File: config.mk
export PLATFORM = sky130hd
export DESIGN_NAME = llki_discrete_key_sender
export DESIGN_NICKNAME = d
export VERILOG_FILES = /design/src/rtl/llki_pkg.sv /design/src/rtl/llki_discrete_key_sender.sv
export SDC_FILE = /design/constraint.sdc
export NUM_CORES = 1
export LEC_CHECK = 0
export CORE_MARGIN = 1
export CORE_UTILIZATION = 41
export CTS_CLUSTER_SIZE = 40
export DETAILED_ROUTE_END_ITERATION = 6
export GPL_TIMING_DRIVEN = 0
export MAX_ROUTING_LAYER = met4
export PLACE_DENSITY_LB_ADDON = 0.2
export SLEW_MARGIN = 10
export SYNTH_ARGS = -nofsm -noshare
export SYNTH_HDL_FRONTEND = slang
export SYNTH_SLANG_ARGS = --single-unit
File: constraint.sdc
create_clock -name clk -period 2.2 [get_ports clk]
set_clock_uncertainty 0.05 [all_clocks]
set_input_delay 0.44 -clock clk [delete_from_list [all_inputs] [get_ports clk]]
set_output_delay 0.44 -clock clk [all_outputs]
set_load 0.05 [all_outputs]
File: src/rtl/llki_pkg.sv
// ----------------------------------------------------------------------------
// llki_pkg
//   Shared types and constants for the LLKI discrete key interface.
//   Imported by the discrete key sender (initiator) and its receive-side peer.
//
//   llki_op_e            : command opcode carried on cmd_op
//   llki_status_e        : per-command status returned on resp_status
//   llki_sender_state_e  : sender FSM state encoding
//   LLKI_MAX_KEY_WORDS   : largest legal key length in 64-bit words
//   LLKI_SENDER_TIMEOUT  : default idle-cycle budget per handshake step
// ----------------------------------------------------------------------------
package llki_pkg;

  localparam int unsigned LLKI_MAX_KEY_WORDS  = 32;
  localparam int unsigned LLKI_SENDER_TIMEOUT = 4096;

  typedef enum logic {
    LLKI_OP_LOAD  = 1'b0,
    LLKI_OP_CLEAR = 1'b1
  } llki_op_e;

  typedef enum logic [1:0] {
    LLKI_ST_OK         = 2'd0,
    LLKI_ST_BAD_LEN    = 2'd1,
    LLKI_ST_TIMEOUT    = 2'd2,
    LLKI_ST_EARLY_CMPL = 2'd3
  } llki_status_e;

  typedef enum logic [2:0] {
    SND_IDLE      = 3'd0,
    SND_FETCH     = 3'd1,
    SND_SEND      = 3'd2,
    SND_WAIT_CMPL = 3'd3,
    SND_CLEAR_REQ = 3'd4,
    SND_RESP      = 3'd5
  } llki_sender_state_e;

  // A key length is legal when it is non-zero and fits the key RAM.
  function automatic logic llki_len_ok(input int unsigned num_words,
                                       input int unsigned max_words);
    return (num_words != 0) && (num_words <= max_words);
  endfunction

endpackage : llki_pkg

File: src/rtl/llki_discrete_key_sender.sv
// ----------------------------------------------------------------------------
// llki_discrete_key_sender
//   Initiator side of the LLKI discrete key interface. Accepts one LOAD or
//   CLEAR command at a time, streams key words read from a 1-cycle-latency
//   key RAM to the core over a valid/ready handshake (LOAD), or raises a
//   level clear request until acknowledged (CLEAR), and returns exactly one
//   status response per accepted command.
//
// Ports
//   clk, rst_n            clock, asynchronous active-low reset
//   cmd_valid/ready       command handshake; cmd_ready only high in IDLE
//   cmd_op                LLKI_OP_LOAD / LLKI_OP_CLEAR
//   cmd_num_words         key length in 64-bit words for LOAD
//   key_rd_en/addr        key RAM read strobe and word address
//   key_rd_data           key RAM data, valid the cycle after key_rd_en
//   llkid_key_data/valid  key word to the core, held until llkid_key_ready
//   llkid_key_ready       core accepts the word on valid && ready
//   llkid_key_complete    core reports the full key is loaded
//   llkid_clear_key       clear request level, dropped when ack is sampled
//   llkid_clear_key_ack   core acknowledges the clear
//   resp_valid/ready      status handshake; status held until consumed
//   resp_status           llki_status_e code
// ----------------------------------------------------------------------------
module llki_discrete_key_sender
  import llki_pkg::*;
#(
  parameter int MAX_KEY_WORDS = int'(LLKI_MAX_KEY_WORDS),
  parameter int ADDR_W        = $clog2(MAX_KEY_WORDS),
  parameter int TIMEOUT_CYC   = int'(LLKI_SENDER_TIMEOUT)
) (
  input  logic              clk,
  input  logic              rst_n,

  input  logic              cmd_valid,
  output logic              cmd_ready,
  input  logic              cmd_op,
  input  logic [ADDR_W:0]   cmd_num_words,

  output logic              key_rd_en,
  output logic [ADDR_W-1:0] key_rd_addr,
  input  logic [63:0]       key_rd_data,

  output logic [63:0]       llkid_key_data,
  output logic              llkid_key_valid,
  input  logic              llkid_key_ready,
  input  logic              llkid_key_complete,
  output logic              llkid_clear_key,
  input  logic              llkid_clear_key_ack,

  output logic              resp_valid,
  input  logic              resp_ready,
  output logic [1:0]        resp_status
);

  // Counter is wide enough to hold TIMEOUT_CYC itself so it can saturate
  // there instead of wrapping back to zero.
  localparam int                TMO_W    = $clog2(TIMEOUT_CYC + 1);
  localparam logic [TMO_W-1:0]  TMO_LAST = TMO_W'(TIMEOUT_CYC - 1);
  localparam logic [TMO_W-1:0]  TMO_MAX  = TMO_W'(TIMEOUT_CYC);
  localparam logic [ADDR_W:0]   ONE_LEN  = (ADDR_W + 1)'(1);

  llki_sender_state_e state;
  logic [ADDR_W:0]    num_words;
  logic [TMO_W-1:0]   tmo_cnt;

  logic         cmd_fire;
  logic         key_hs;
  logic         last_word;
  logic         tmo_hit;
  logic         len_ok;
  logic         done;
  llki_status_e done_status;

  assign cmd_fire  = cmd_valid && cmd_ready;
  assign key_hs    = llkid_key_valid && llkid_key_ready;
  // key_rd_addr doubles as the word index of the word currently in flight.
  assign last_word = ({1'b0, key_rd_addr} == (num_words - ONE_LEN));
  // The step times out on the cycle whose count completes TIMEOUT_CYC
  // idle cycles, so the guarded output is high for exactly TIMEOUT_CYC cycles.
  assign tmo_hit   = (tmo_cnt == TMO_LAST);
  assign len_ok    = llki_len_ok(32'(cmd_num_words), 32'(MAX_KEY_WORDS));

  // --------------------------------------------------------------------------
  // Termination decode: every path that ends a command and moves to RESP,
  // together with the status it reports. Priority inside SEND: a handshake
  // on the last word wins over everything (OK if complete arrives with it),
  // then an early complete, then the timeout.
  // --------------------------------------------------------------------------
  always_comb begin
    // NOTE: every variable written here gets a default first so no path
    // leaves it unassigned, which would infer a latch.
    done        = 1'b0;
    done_status = LLKI_ST_OK;
    unique case (state)
      SND_IDLE: begin
        if (cmd_fire && (llki_op_e'(cmd_op) == LLKI_OP_LOAD) && !len_ok) begin
          done        = 1'b1;
          done_status = LLKI_ST_BAD_LEN;
        end
      end
      SND_FETCH: begin
        if (llkid_key_complete) begin
          done        = 1'b1;
          done_status = LLKI_ST_EARLY_CMPL;
        end
      end
      SND_SEND: begin
        if (key_hs && last_word) begin
          if (llkid_key_complete) begin
            done        = 1'b1;
            done_status = LLKI_ST_OK;
          end
        end else if (llkid_key_complete) begin
          done        = 1'b1;
          done_status = LLKI_ST_EARLY_CMPL;
        end else if (!key_hs && tmo_hit) begin
          done        = 1'b1;
          done_status = LLKI_ST_TIMEOUT;
        end
      end
      SND_WAIT_CMPL: begin
        if (llkid_key_complete) begin
          done        = 1'b1;
          done_status = LLKI_ST_OK;
        end else if (tmo_hit) begin
          done        = 1'b1;
          done_status = LLKI_ST_TIMEOUT;
        end
      end
      SND_CLEAR_REQ: begin
        if (llkid_clear_key_ack) begin
          done        = 1'b1;
          done_status = LLKI_ST_OK;
        end else if (tmo_hit) begin
          done        = 1'b1;
          done_status = LLKI_ST_TIMEOUT;
        end
      end
      default: ;
    endcase
  end

  // --------------------------------------------------------------------------
  // FSM with registered outputs.
  // --------------------------------------------------------------------------
  always_ff @(posedge clk or negedge rst_n) begin
    if (!rst_n) begin
      state           <= SND_IDLE;
      num_words       <= '0;
      tmo_cnt         <= '0;
      cmd_ready       <= 1'b0;
      key_rd_en       <= 1'b0;
      key_rd_addr     <= '0;
      llkid_key_data  <= '0;
      llkid_key_valid <= 1'b0;
      llkid_clear_key <= 1'b0;
      resp_valid      <= 1'b0;
      resp_status     <= '0;
    end else begin
      // NOTE: sequential state uses non-blocking assignment only; a later
      // assignment in this block overrides an earlier one, which is how the
      // per-transition counter clear below takes precedence over the count.
      if ((state inside {SND_SEND, SND_WAIT_CMPL, SND_CLEAR_REQ}) &&
          (tmo_cnt != TMO_MAX)) begin
        tmo_cnt <= tmo_cnt + TMO_W'(1);
      end

      if (done) begin
        // Any terminating path drops all LLKI traffic in the same edge.
        state           <= SND_RESP;
        tmo_cnt         <= '0;
        cmd_ready       <= 1'b0;
        key_rd_en       <= 1'b0;
        llkid_key_valid <= 1'b0;
        llkid_clear_key <= 1'b0;
        resp_valid      <= 1'b1;
        resp_status     <= done_status;
      end else begin
        unique case (state)
          SND_IDLE: begin
            cmd_ready <= 1'b1;
            if (cmd_fire) begin
              cmd_ready <= 1'b0;
              tmo_cnt   <= '0;
              if (llki_op_e'(cmd_op) == LLKI_OP_CLEAR) begin
                llkid_clear_key <= 1'b1;
                state           <= SND_CLEAR_REQ;
              end else begin
                // Illegal lengths were caught by the termination decode.
                num_words   <= cmd_num_words;
                key_rd_addr <= '0;
                key_rd_en   <= 1'b1;
                state       <= SND_FETCH;
              end
            end
          end

          // Two cycles: the first drives the read strobe, the second sees
          // the RAM data and captures it. key_rd_en tells them apart.
          SND_FETCH: begin
            key_rd_en <= 1'b0;
            if (!key_rd_en) begin
              llkid_key_data  <= key_rd_data;
              llkid_key_valid <= 1'b1;
              tmo_cnt         <= '0;
              state           <= SND_SEND;
            end
          end

          SND_SEND: begin
            if (key_hs) begin
              llkid_key_valid <= 1'b0;
              tmo_cnt         <= '0;
              if (last_word) begin
                state <= SND_WAIT_CMPL;
              end else begin
                key_rd_addr <= key_rd_addr + ADDR_W'(1);
                key_rd_en   <= 1'b1;
                state       <= SND_FETCH;
              end
            end
          end

          // Both waits only leave through the termination decode.
          SND_WAIT_CMPL: ;
          SND_CLEAR_REQ: ;

          SND_RESP: begin
            if (resp_ready) begin
              resp_valid <= 1'b0;
              cmd_ready  <= 1'b1;
              state      <= SND_IDLE;
            end
          end

          default: state <= SND_IDLE;
        endcase
      end
    end
  end

endmodule : llki_discrete_key_sender

==> out/summary.json, run 1 <==
{
  "run_status": {
    "run_status": "finished, violations left",
    "violations": "negative setup slack"
  },
  "power_and_ir_drop": {
    "clock_power_share_pct": 9.7,
    "seq_power_share_pct": 27.0,
    "power_density_nw_per_um2": 1590,
    "internal_power_of_the_cells_mw": 6.17,
    "comb_power_share_pct": 63.3,
    "peakVddDrop_v": 0.000924,
    "total_power_mw": 11.3,
    "static-leakage-power_nw": 3.29,
    "power_switching_share_pct": 45.4,
    "netSwitchingPower_mw": 5.12
  },
  "cells_and_area": {
    "post-route-cell-area_um2": 7110,
    "fin_cells": 694,
    "mostFrequentLayoutCells": "clkdlybuf4s50_1, dfrtp_1, mux2_4",
    "layout_commonest_cell": "clkdlybuf4s50_1",
    "finalNetCount": 630,
    "layout_cells_sized_above_1_pct": 29.8,
    "flow.area_growth_from_synthesis_pct": 54.8,
    "layout.core_utilization_pct": 65.3
  },
  "drt": {
    "ant_nets": 0,
    "drt-wirelength-per-cell_um": 17.8,
    "detailedRoute.firstPassIterationCount": 4,
    "drt_drc_violations_left": 0,
    "routed_vias_inst": 5.21,
    "route.vias.total": 3618,
    "drt_first_iter_violations": 190,
    "totalWireLength_um": 12400
  },
  "setup_path": {
    "cpLargestDelayFamily": "simple AND/OR/NAND/NOR gates",
    "criticalPathCategory": "reg2reg",
    "crit_path_buffers_inverters": 2,
    "worst-path-max-fanout": 10,
    "critPathSlowestCell": "dfrtp_1",
    "worstPathArrival_ns": 2.70,
    "cp-end-kind": "flip-flop",
    "crit_chain": "ha_2 > and4_1 > nand4_1 > o21a_1 > nand3_2 > or3_4 > buf_12 > buf_12 > mux2_4",
    "critPathMostFrequentCell": "buf_12",
    "start_kind": "flip-flop",
    "timing.critical_path.slowest_cell_delay_ns": 0.39,
    "cp_data_required_time_ns": 2.40
  },
  "floorplanning": {
    "num_io_pins": 154,
    "fp.dieArea_um2": 11600,
    "placeableCoreArea_um2": 10900,
    "initial_core_util_pct": 42.2,
    "die_h_um": 108,
    "dieWidth_um": 108,
    "placement_rows": 38
  },
  "cts": {
    "clock_tree_root_buffer_cell": "clkbuf_8",
    "clk_latency_ns": 0.37,
    "clock_transition_time_at_the_flip_flop_clock_pins_of_the_worst_setup_and_hold_paths_ns": 0.10,
    "clock_tree.htree_level_count": 3,
    "clock_tree_sinks": 98,
    "max-clock-path-buffers": 2,
    "cts_tree": "done",
    "cts_buffers": 9
  },
  "sta": {
    "final.setup.tns_ns": -16.80,
    "hold_viol_final": 0,
    "rsz0062_at_grt": "yes",
    "relSlewSlack_pct": 63.5,
    "final.setup.worst_slack_ns": -0.301,
    "final_min_period_over_clock_period_pct": 114,
    "worst_pin_slew_ns": 0.546,
    "min_period_ns": 2.50,
    "final_max_slew_viol_count": 0,
    "timing.fmax_ghz": 0.400,
    "finalSetupViolCount": 72
  },
  "synth": {
    "synth_fp_nets": 437,
    "ys_seq_elements": 98,
    "synth_edf_count": 0,
    "yosysWarnings": 0,
    "synthesis.area_um2": 4590,
    "syn_avg_cell_area_um2": 12.9,
    "synth-async-reset-ratio_pct": 100,
    "synthesized_instance_count": 355,
    "ys_top_cells_by_area": "dfrtp_1, mux2_4, mux2_2, xor2_1, nor2_1",
    "synth_top_area_share_pct": 53.4,
    "ys_dominant_reg_cell": "dfrtp_1",
    "yosysSeqAreaShare_pct": 53.4,
    "synth_area_leader_cell": "dfrtp_1",
    "post_synth_num_cell_types": 46
  },
  "job": {
    "max_cap_viol_count": 0
  },
  "global_routing": {
    "initial_antenna_violation_count": 0,
    "grt_start_max_net_pins": 62,
    "grt_first_pass_wirelength_um": 18900,
    "gr-usage-all-layers_pct": 21.9,
    "overflow": 0,
    "first_global_vias": 3680
  },
  "placed_design": {
    "globalplace.congestion": 0.875,
    "io_buffers": 153,
    "count_of_placed_standard_cells_including_taps": 649,
    "place_area_um2": 6370,
    "dp_hpwl_um": 8320
  },
  "hold_path": {
    "min_path_type": "in2reg"
  }
}
layout make-up:
class | count | area (um2)
inverters | 10 | 37.5
flip-flops and latches | 98 | 2460
well taps | 140 | 175
plain buffers | 14 | 183
fillers | 849 | 3780
repair buffers | 183 | 1890
clock inverters | 3 | 23.8
diodes | 1 | 2.50
clock buffers | 13 | 159
multi-input cells | 232 | 2180
registers in the layout, indices dropped and copies added, names as in the netlist:
| name | count |
|---|---|
| llkid_key_data | 64 |
| key_rd_en | 1 |
| llkid_clear_key | 1 |
| resp_valid | 1 |
| llkid_key_valid | 1 |
| resp_status | 2 |
| tmo_cnt | 13 |
| key_rd_addr | 5 |
| state | 3 |
| cmd_ready | 1 |
| num_words | 6 |
worst register-to-register path: cells and delay by family (launching register included):
family                   cells  cell delay [ns]
AO/OA/AOI/OAI                1             0.23
adder cells (fa/ha/maj)      1             0.20
buffers and inverters        2             0.34
flip-flops                   1             0.39
multiplexers                 1             0.30
AND/OR/NAND/NOR              4             0.88
repair_timing:
item | in CTS | in global routing
cloned | 6 | 0
endpoints found under the hold margin | 2 | 0
gates resized for setup | 45 | 54
hold buffers | 1 | 0
pin swaps | 10 | 17
endpoints found under the setup margin | 97 | 93
setup buffers | 13 | 10
power groups by stage:
stage	clock [mW]	sequential (mW)	combinational [mW]
2_1_floorplan	0	5.31	2.11
3_3_place_gp	0	3.02	6.30
3_5_place_dp	0	3.09	6.35
4_1_cts	1.12	3.03	6.86
5_1_grt	1.21	3.13	7.49
6_report	1.09	3.05	7.14
synth_stat cells (3+ instances only):
| cell | number |
|---|---|
| mux2_4 | 49 |
| clkbuf_1 | 7 |
| nand3_1 | 6 |
| nand2_1 | 18 |
| nor3_1 | 4 |
| buf_6 | 6 |
| o21ai_0 | 13 |
| nor4_1 | 5 |
| nand4_1 | 5 |
| and4_1 | 3 |
| nor2_1 | 23 |
| nor4b_1 | 3 |
| or4_1 | 5 |
| ha_1 | 4 |
| xnor2_1 | 9 |
| o21a_1 | 3 |
| a21oi_1 | 7 |
| a31oi_1 | 3 |
| xor2_1 | 11 |
| mux2_2 | 20 |
| inv_1 | 10 |
| and3_1 | 6 |
| o31ai_1 | 4 |
| dfrtp_1 | 98 |
| o22ai_1 | 3 |
cell families (layout without fill, tap and decap cells):
| family | after synthesis | count (layout) | synth area share, % |
|---|---|---|---|
| XOR/XNOR | 20 | 20 | 3.81 |
| other | 0 | 1 | 0 |
| AO/OA/AOI/OAI | 41 | 41 | 5.69 |
| AND/OR/NAND/NOR | 96 | 96 | 11.6 |
| multiplexers | 71 | 71 | 21.4 |
| adder cells (fa/ha/maj) | 4 | 4 | 1.09 |
| buffers and inverters | 25 | 223 | 3.08 |
| flip-flops | 98 | 98 | 53.4 |
through the flow:
| stage | setup slack [ns] | hold slack (ns) |
|---|---|---|
| 6_report | -0.301 | 0.241 |
| 5_1_grt | -0.377 | 0.239 |
| 4_1_cts | -0.419 | 0.228 |
| 3_5_place_dp | -1.05 | 0.404 |
| 3_3_place_gp | -3.39 | 0.434 |
| 2_1_floorplan | -0.405 | 0.0944 |
metal layers:
metal  vias to the layer above  track usage [%]  part of all wire, %
met1                      1766             26.6                   42
li1                       1659                -                    -
met3                        21             5.51                  7.7
met5                         -                -                    0
met2                       172             35.9                   48
met4                         0             6.65                  1.7
path summary, 6_finish.rpt:
check	startpoint	endpoint	slack [ns]	cells after the start
setup / recovery	tmo_cnt[1]$_DFF_PN0_	llkid_key_data[52]$_DFFE_PN0P_	-0.30	9
hold / removal	cmd_num_words[4]	num_words[4]$_DFFE_PN0P_	0.24	2
setup reg to reg	tmo_cnt[1]$_DFF_PN0_	llkid_key_data[52]$_DFFE_PN0P_	-0.30	9
hold reg to reg	llkid_clear_key$_DFFE_PN0P_	llkid_clear_key$_DFFE_PN0P_	0.46	1
max in group asynchronous	rst_n	tmo_cnt[3]$_DFF_PN0_	0.89	3
min in group asynchronous	rst_n	llkid_key_data[41]$_DFFE_PN0P_	0.53	2
Note: power is estimated with default switching activity, not from simulation.
==> inputs of run 2 (changes only) <==
--- a/config.mk
+++ b/config.mk
@@ -16,3 +16,4 @@
 export SYNTH_ARGS = -nofsm -noshare
 export SYNTH_HDL_FRONTEND = slang
 export SYNTH_SLANG_ARGS = --single-unit
+export TNS_END_PERCENT = 20
==> out/summary.json, run 2 (same netlist as run 1, synthesis figures left out) <==
{
  "run_status": {
    "run_status": "finished, violations left",
    "violations": "negative setup slack"
  },
  "floorplanning": {
    "fp.dieArea": {"value": 11600, "unit": "um2", "change": "unchanged"},
    "placement_rows": {"value": 38, "change": "unchanged"},
    "placeableCoreArea": {"value": 10900, "unit": "um2", "change": "unchanged"},
    "initial_core_util": {"value": 42.2, "unit": "%", "change": "unchanged"},
    "dieWidth": {"value": 108, "unit": "um", "change": "unchanged"},
    "die_h": {"value": 108, "unit": "um", "change": "unchanged"},
    "num_io_pins": {"value": 154, "change": "unchanged"}
  },
  "sta": {
    "timing.fmax": {"value": 0.404, "unit": "GHz", "change": "+0.93%"},
    "final.setup.tns": {"value": -15.24, "unit": "ns", "change": "+1.56 ns"},
    "rsz0062_at_grt": "yes",
    "relSlewSlack": {"value": 58.4, "unit": "%", "change": "-5.1 points"},
    "hold_viol_final": {"value": 0, "change": "unchanged"},
    "final_max_slew_viol_count": {"value": 0, "change": "unchanged"},
    "final.setup.worst_slack": {"value": -0.278, "unit": "ns", "change": "+0.0230 ns"},
    "finalSetupViolCount": {"value": 74, "change": "+2.8%"},
    "holdWs": {"value": 0.0276, "unit": "ns", "change": "-0.213 ns"},
    "worst_pin_slew": {"value": 0.623, "unit": "ns", "change": "+0.0777 ns"},
    "final_min_period_over_clock_period": {"value": 113, "unit": "%", "change": "-1.0 points"},
    "min_period": {"value": 2.48, "unit": "ns", "change": "-0.0230 ns"}
  },
  "cells_and_area": {
    "n_antenna_cell": {"value": 0, "change": "-1"},
    "largest_register_ffs": {"value": 64, "change": "unchanged"},
    "flow.area_growth_from_synthesis_pct": 51.5,
    "finalNetCount": {"value": 623, "change": "-1.1%"},
    "layout_cells_sized_above_1": {"value": 27.1, "unit": "%", "change": "-2.7 points"},
    "fin_cells": {"value": 686, "change": "-1.2%"},
    "largest_registers": "llkid_key_data (64), tmo_cnt (13), num_words (6)",
    "mostFrequentLayoutCells": "clkdlybuf4s50_1, dfrtp_1, mux2_4",
    "layout_commonest_cell": "clkdlybuf4s50_1",
    "max_flop_register": "llkid_key_data",
    "area_occupied_by_multi_input_gates": {"value": 2100, "unit": "um2", "change": "-3.4%"},
    "regArea": {"value": 2450, "unit": "um2", "change": "-0.15%"},
    "fill_cells": {"value": 879, "change": "+3.5%"},
    "post-route-cell-area": {"value": 6960, "unit": "um2", "change": "-2.1%"}
  },
  "drt": {
    "drt-wirelength-per-cell": {"value": 17.0, "unit": "um", "change": "-4.7%"},
    "totalWireLength": {"value": 11700, "unit": "um", "change": "-5.8%"},
    "detailedRoute.firstPassIterationCount": {"value": 4, "change": "unchanged"},
    "drt_drc_violations_left": {"value": 0, "change": "unchanged"},
    "routed_vias_inst": {"value": 5.12, "change": "-1.7%"},
    "drt_first_iter_violations": {"value": 151, "change": "-21%"},
    "ant_nets": {"value": 0, "change": "unchanged"},
    "route.vias.total": {"value": 3515, "change": "-2.8%"}
  },
  "job": {
    "max_cap_viol_count": {"value": 0, "change": "unchanged"}
  },
  "hold_path": {
    "min_path_type": "in2async"
  },
  "global_routing": {
    "overflow": {"value": 0, "change": "unchanged"},
    "initial_antenna_violation_count": {"value": 0, "change": "unchanged"},
    "grt_first_pass_wirelength": {"value": 18500, "unit": "um", "change": "-2.3%"},
    "gr-usage-all-layers": {"value": 21.1, "unit": "%", "change": "-0.78 points"},
    "first_global_vias": {"value": 3573, "change": "-2.9%"},
    "grt_start_max_net_pins": {"value": 54, "change": "-13%"}
  },
  "power_and_ir_drop": {
    "seq_power_share": {"value": 27.1, "unit": "%", "change": "about the same"},
    "power_switching_share": {"value": 44.9, "unit": "%", "change": "-0.46 points"},
    "power_density": {"value": 1610, "unit": "nW/um2", "change": "+1.2%"},
    "total_power": {"value": 11.2, "unit": "mW", "change": "-0.92%"},
    "static-leakage-power": {"value": 3.20, "unit": "nW", "change": "-2.8%"},
    "netSwitchingPower": {"value": 5.02, "unit": "mW", "change": "-1.9%"},
    "comb_power_share": {"value": 61.1, "unit": "%", "change": "-2.2 points"},
    "clock_power_share": {"value": 11.8, "unit": "%", "change": "+2.1 points"},
    "internal_power_of_the_cells": {"value": 6.16, "unit": "mW", "change": "about the same"},
    "peakVddDrop": {"value": 0.000970, "unit": "V", "change": "+5.0%"}
  },
  "cts": {
    "clk_latency": {"value": 0.37, "unit": "ns", "change": "about the same"},
    "cts_tree": "done",
    "clock_tree.htree_level_count": {"value": 3, "change": "unchanged"},
    "cts-hold-fix-buffers": {"value": 0, "change": "-1"},
    "max-clock-path-buffers": {"value": 2, "change": "unchanged"},
    "clock_transition_time_at_the_flip_flop_clock_pins_of_the_worst_setup_and_hold_paths": {"value": 0.10, "unit": "ns", "change": "about the same"},
    "clock_tree_root_buffer_cell": "clkbuf_8",
    "cts_buffers": {"value": 9, "change": "unchanged"},
    "clock_tree_sinks": {"value": 98, "change": "unchanged"}
  },
  "setup_path": {
    "worstPathArrival": {"value": 2.69, "unit": "ns", "change": "about the same"},
    "crit_path_buffers_inverters": {"value": 2, "change": "unchanged"},
    "cp_data_required_time": {"value": 2.41, "unit": "ns", "change": "about the same"},
    "cp-end-kind": "flip-flop",
    "timing.critical_path.depth": {"value": 9, "change": "unchanged"},
    "crit_chain": "ha_2 > and4_1 > nand4_1 > o21a_1 > nand3_2 > or3_4 > buf_12 > buf_12 > mux2_4",
    "critPathSlowestCell": "dfrtp_1",
    "critPathMostFrequentCell": "buf_12",
    "criticalPathCategory": "reg2reg",
    "cpLargestDelayFamily": "simple AND/OR/NAND/NOR gates",
    "start_kind": "flip-flop",
    "worstRegToRegCells": {"value": 9, "change": "unchanged"},
    "timing.critical_path.slowest_cell_delay": {"value": 0.41, "unit": "ns", "change": "+0.02 ns"},
    "worst-path-max-fanout": {"value": 10, "change": "unchanged"}
  },
  "placed_design": {
    "count_of_placed_standard_cells_including_taps": {"value": 649, "change": "unchanged"},
    "place_area": {"value": 6360, "unit": "um2", "change": "-0.18%"},
    "dp_hpwl": {"value": 8360, "unit": "um", "change": "+0.51%"},
    "globalplace.congestion": {"value": 0.856, "change": "-2.2%"},
    "io_buffers": {"value": 153, "change": "unchanged"}
  }
}
==> run 2: changes by cell type in the layout (fill, tap and decap cells not counted), sizes merged, moves of 2 or more <==
cell	delta
inv	+2
buf	-9
bufinv	+2
clkdlybuf4s50	+2
==> run 2: what timing repair did <==
| action | in CTS | in global routing |
|---|---|---|
| pin swaps | 10 | 7 |
| setup endpoints to repair | 97 | 94 |
| endpoints found under the hold margin | 0 | 0 |
| gates resized for setup | 50 | 20 |
| buffers inserted | 13 | 8 |
| cloned | 4 | 0 |
==> run 2: power groups by stage <==
stage,clock network [mW],logic [mW],registers [mW]
3_5_place_dp,0,6.35,3.07
3_3_place_gp,0,6.29,3.02
6_report,1.32,6.84,3.03
5_1_grt,1.42,7.18,3.11
4_1_cts,1.34,6.81,3.03
2_1_floorplan,0,2.10,5.31
==> run 2: worst paths after layout <==
path / slack (ns) / endpoint / from
setup reg to reg: -0.28 / llkid_key_data[11]$_DFFE_PN0P_ / tmo_cnt[1]$_DFF_PN0_
setup / recovery: -0.28 / llkid_key_data[11]$_DFFE_PN0P_ / tmo_cnt[1]$_DFF_PN0_
hold / removal: 0.03 / llkid_key_data[48]$_DFFE_PN0P_ / rst_n
hold reg to reg: 0.46 / llkid_key_data[44]$_DFFE_PN0P_ / llkid_key_data[44]$_DFFE_PN0P_
max in group asynchronous: 1.40 / llkid_key_data[37]$_DFFE_PN0P_ / rst_n
min in group clk: 0.25 / num_words[4]$_DFFE_PN0P_ / cmd_num_words[4]
==> run 2: stage by stage <==
stage / utilization, % / setup slack [ns]
floorplan: - / -0.412
global placement: 58.1 / -3.03
detailed placement: 58.4 / -1.08
CTS: 63.4 / -0.403
global route: 63.9 / -0.342
finish: 63.9 / -0.278
==> run 2: per-layer routing <==
| metal | global-route usage [%] | vias to the layer above | part of all wire, % |
|---|---|---|---|
| met1 | 26.3 | 1715 | 44 |
| met5 | - | - | 0 |
| met3 | 3.63 | 19 | 6.1 |
| met4 | 7.34 | 0 | 1.8 |
| met2 | 34.6 | 135 | 48 |
| li1 | - | 1646 | - |
==> run 2: layout make-up <==
cell class              count  share of cell area (%)
multi-input cells         232                    30.2
flip-flops and latches     98                    35.3
plain buffers              13                    2.46
clock inverters             7                    1.42
well taps                 140                    2.52
repair buffers            177                    25.8
clock buffers               9                    1.78
inverters                  10                   0.540
==> run 2: worst reg2reg max path, cell delays in order (launching register included) <==
cell,delay [ns]
dfrtp_1,0.41
ha_2,0.20
and4_1,0.19
nand4_1,0.20
o21a_1,0.21
nand3_2,0.10
or3_4,0.38
buf_12,0.17
buf_12,0.16
mux2_4,0.30
==> inputs of run 3 (changes only) <==
--- a/config.mk
+++ b/config.mk
@@ -5,8 +5,9 @@
 export SDC_FILE = /design/constraint.sdc
 export NUM_CORES = 1
 export LEC_CHECK = 0
+export CAP_MARGIN = 20
 export CORE_MARGIN = 1
-export CORE_UTILIZATION = 41
+export CORE_UTILIZATION = 49
 export CTS_CLUSTER_SIZE = 40
 export DETAILED_ROUTE_END_ITERATION = 6
 export GPL_TIMING_DRIVEN = 0
==> constraint.sdc (replaced) <==
create_clock -name clk -period 3.19 [get_ports clk]
set_clock_uncertainty 0.05 [all_clocks]
set_input_delay 0.638 -clock clk [delete_from_list [all_inputs] [get_ports clk]]
set_output_delay 0.638 -clock clk [all_outputs]
set_load 0.05 [all_outputs]
==> out/summary.json, run 3 (same netlist as run 1, synthesis figures left out) <==
{
  "run_status": {
    "run_status": "finished clean"
  },
  "global_routing": {
    "grt_start_max_net_pins": {"value": 63, "change": "+17%"},
    "initial_antenna_violation_count": {"value": 0, "change": "unchanged"},
    "first_global_vias": {"value": 3709, "change": "+3.8%"},
    "grt_first_pass_wirelength": {"value": 18200, "unit": "um", "change": "-1.5%"},
    "overflow": {"value": 0, "change": "unchanged"},
    "gr-usage-all-layers": {"value": 24.9, "unit": "%", "change": "+3.8 points"}
  },
  "power_and_ir_drop": {
    "power_density": {"value": 1130, "unit": "nW/um2", "change": "-29%"},
    "peakVddDrop": {"value": 0.000692, "unit": "V", "change": "-29%"},
    "static-leakage-power": {"value": 2.96, "unit": "nW", "change": "-7.6%"}
  },
  "cells_and_area": {
    "finalNetCount": {"value": 603, "change": "-3.2%"},
    "n_antenna_cell": {"value": 0, "change": "unchanged"},
    "flow.area_growth_from_synthesis_pct": 42.7,
    "largest_registers": "llkid_key_data (64), tmo_cnt (13), num_words (6)",
    "post-route-cell-area": {"value": 6550, "unit": "um2", "change": "-5.8%"},
    "largest_register_ffs": {"value": 64, "change": "unchanged"},
    "layout_commonest_cell": "clkdlybuf4s50_1",
    "max_flop_register": "llkid_key_data",
    "layout_cells_sized_above_1": {"value": 19.8, "unit": "%", "change": "-7.3 points"},
    "fill_cells": {"value": 621, "change": "-29%"},
    "mostFrequentLayoutCells": "clkdlybuf4s50_1, dfrtp_1, mux2_4"
  },
  "setup_path": {
    "criticalPathCategory": "in2reg",
    "critPathMostFrequentCell": "buf_6",
    "cp_data_required_time": {"value": 3.40, "unit": "ns", "change": "+0.99 ns"},
    "cp-end-kind": "flip-flop",
    "worst-path-max-fanout": {"value": 10, "change": "unchanged"},
    "worstPathArrival": {"value": 3.29, "unit": "ns", "change": "+0.60 ns"},
    "start_kind": "primary input",
    "critPathSlowestCell": "or4_4",
    "timing.critical_path.slowest_cell_delay": {"value": 0.56, "unit": "ns", "change": "+0.15 ns"},
    "crit_chain": "clkdlybuf4s50_1 > or4_4 > o2111a_2 > nor3_4 > nand3_2 > or3_4 > buf_6 > buf_6 > mux2_4"
  },
  "sta": {
    "final_min_period_over_clock_period_pct": 96.7,
    "rsz0062_at_grt": "no",
    "relSlewSlack": {"value": 53.9, "unit": "%", "change": "-4.6 points"},
    "min_period_ns": 3.08,
    "timing.fmax_ghz": 0.324,
    "hold_viol_final": {"value": 0, "change": "unchanged"},
    "holdWs": {"value": 0.184, "unit": "ns", "change": "+0.156 ns"},
    "final_max_slew_viol_count": {"value": 0, "change": "unchanged"},
    "worst_pin_slew": {"value": 0.687, "unit": "ns", "change": "+0.0634 ns"},
    "finalSetupViolCount": {"value": 0, "change": "-100%"}
  },
  "cts": {
    "cts_buffers": {"value": 9, "change": "unchanged"},
    "clock_tree_sinks": {"value": 98, "change": "unchanged"},
    "cts-hold-fix-buffers": {"value": 0, "change": "unchanged"},
    "clock_tree_root_buffer_cell": "clkbuf_8",
    "max-clock-path-buffers": {"value": 2, "change": "unchanged"},
    "cts_tree": "done",
    "clock_tree.htree_level_count": {"value": 3, "change": "unchanged"},
    "clk_latency": {"value": 0.37, "unit": "ns", "change": "about the same"},
    "clock_transition_time_at_the_flip_flop_clock_pins_of_the_worst_setup_and_hold_paths": {"value": 0.10, "unit": "ns", "change": "about the same"}
  },
  "placed_design": {
    "dp_hpwl": {"value": 8190, "unit": "um", "change": "-2.1%"},
    "io_buffers": {"value": 153, "change": "unchanged"},
    "globalplace.congestion": {"value": 0.865, "change": "+1.1%"},
    "place_area": {"value": 6280, "unit": "um2", "change": "-1.1%"}
  },
  "drt": {
    "drt-wirelength-per-cell": {"value": 17.7, "unit": "um", "change": "+4.0%"},
    "totalWireLength": {"value": 11200, "unit": "um", "change": "-4.1%"},
    "route.vias.total": {"value": 3479, "change": "-1.0%"},
    "detailedRoute.firstPassIterationCount": {"value": 4, "change": "unchanged"},
    "drt_first_iter_violations": {"value": 167, "change": "+11%"},
    "drt_drc_violations_left": {"value": 0, "change": "unchanged"},
    "ant_nets": {"value": 0, "change": "unchanged"},
    "routed_vias_inst": {"value": 5.50, "change": "+7.3%"}
  },
  "hold_path": {
    "min_path_type": "in2async"
  },
  "floorplanning": {
    "placement_rows": {"value": 34, "change": "-11%"},
    "placeableCoreArea": {"value": 8890, "unit": "um2", "change": "-18%"},
    "die_h": {"value": 98.8, "unit": "um", "change": "-8.4%"},
    "dieWidth": {"value": 98.8, "unit": "um", "change": "-8.4%"},
    "num_io_pins": {"value": 154, "change": "unchanged"},
    "initial_core_util": {"value": 51.7, "unit": "%", "change": "+9.5 points"},
    "fp.dieArea": {"value": 9770, "unit": "um2", "change": "-16%"}
  },
  "job": {
    "max_cap_viol_count": {"value": 0, "change": "unchanged"}
  }
}
==> run 3: final cells by class <==
cell class                      count  area [um2]  share of cell area, %
Sequential cell                    98        2450                   37.4
Clock buffer                        9         124                   1.89
Tap cell                          108         135                   2.06
Inverter                           10        37.5                  0.573
Timing Repair Buffer              155        1560                   23.9
Multi-Input combinational cell    232        2020                   30.9
Clock inverter                      6         113                   1.72
Buffer                             15         105                   1.60
==> run 3: power breakdown <==
group,internal [mW],switching (mW),total [mW]
logic,1.79,2.58,4.38
clock network,0.521,0.440,0.961
registers,1.77,0.329,2.10
==> run 3: worst max-delay path, delay by kind of cell <==
kind | cells | cell delay [ns]
compound gates | 1 | 0.29
simple gates | 4 | 1.29
buf+inv | 3 | 0.75
mux | 1 | 0.31
==> run 3: timing repair <==
action / 4_1_cts / 5_1_grt
setup buffers: 0 / 1
gates resized for setup: 0 / 7
setup endpoints to repair: 0 / 59
==> run 3: metrics by stage <==
| step | utilization (%) | setup TNS (ns) | instances | setup slack, ns | total power [mW] |
|---|---|---|---|---|---|
| 4_1_cts | 73.3 | 0 | 632 | 0.0000335 | 7.45 |
| 3_5_place_dp | 70.7 | -25.50 | 617 | -0.386 | 6.47 |
| 5_1_grt | 73.7 | 0 | 633 | 0.00589 | 7.80 |
| 6_report | 73.7 | 0 | 633 | 0.106 | 7.43 |
| 3_3_place_gp | 70.4 | -244.16 | 616 | -2.26 | 6.39 |
| 2_1_floorplan | - | 0 | 355 | 0.289 | 5.09 |
==> run 3: path summary, 6_finish.rpt <==
path | startpoint | to | slack (ns) | cells past startpoint
setup / recovery | cmd_num_words[0] | llkid_key_data[58]$_DFFE_PN0P_ | 0.11 | 9
hold / removal | rst_n | num_words[5]$_DFFE_PN0P_ | 0.18 | 1
hold reg to reg | llkid_clear_key$_DFFE_PN0P_ | llkid_clear_key$_DFFE_PN0P_ | 0.45 | 1
min in group clk | llkid_clear_key$_DFFE_PN0P_ | llkid_clear_key$_DFFE_PN0P_ | 0.45 | 1
max in group asynchronous | rst_n | llkid_key_data[2]$_DFFE_PN0P_ | 2.25 | 2
setup reg to reg | state[2]$_DFFE_PN0P_ | llkid_key_data[58]$_DFFE_PN0P_ | 0.48 | 9
==> run 3: layer usage <==
metal | up-vias | track usage (%) | part of all wire (%)
met4 | 0 | 9.30 | 2.9
met2 | 134 | 40.2 | 50
met3 | 22 | 7.30 | 6.0
li1 | 1600 | - | -
met5 | - | - | 0
met1 | 1723 | 29.5 | 41
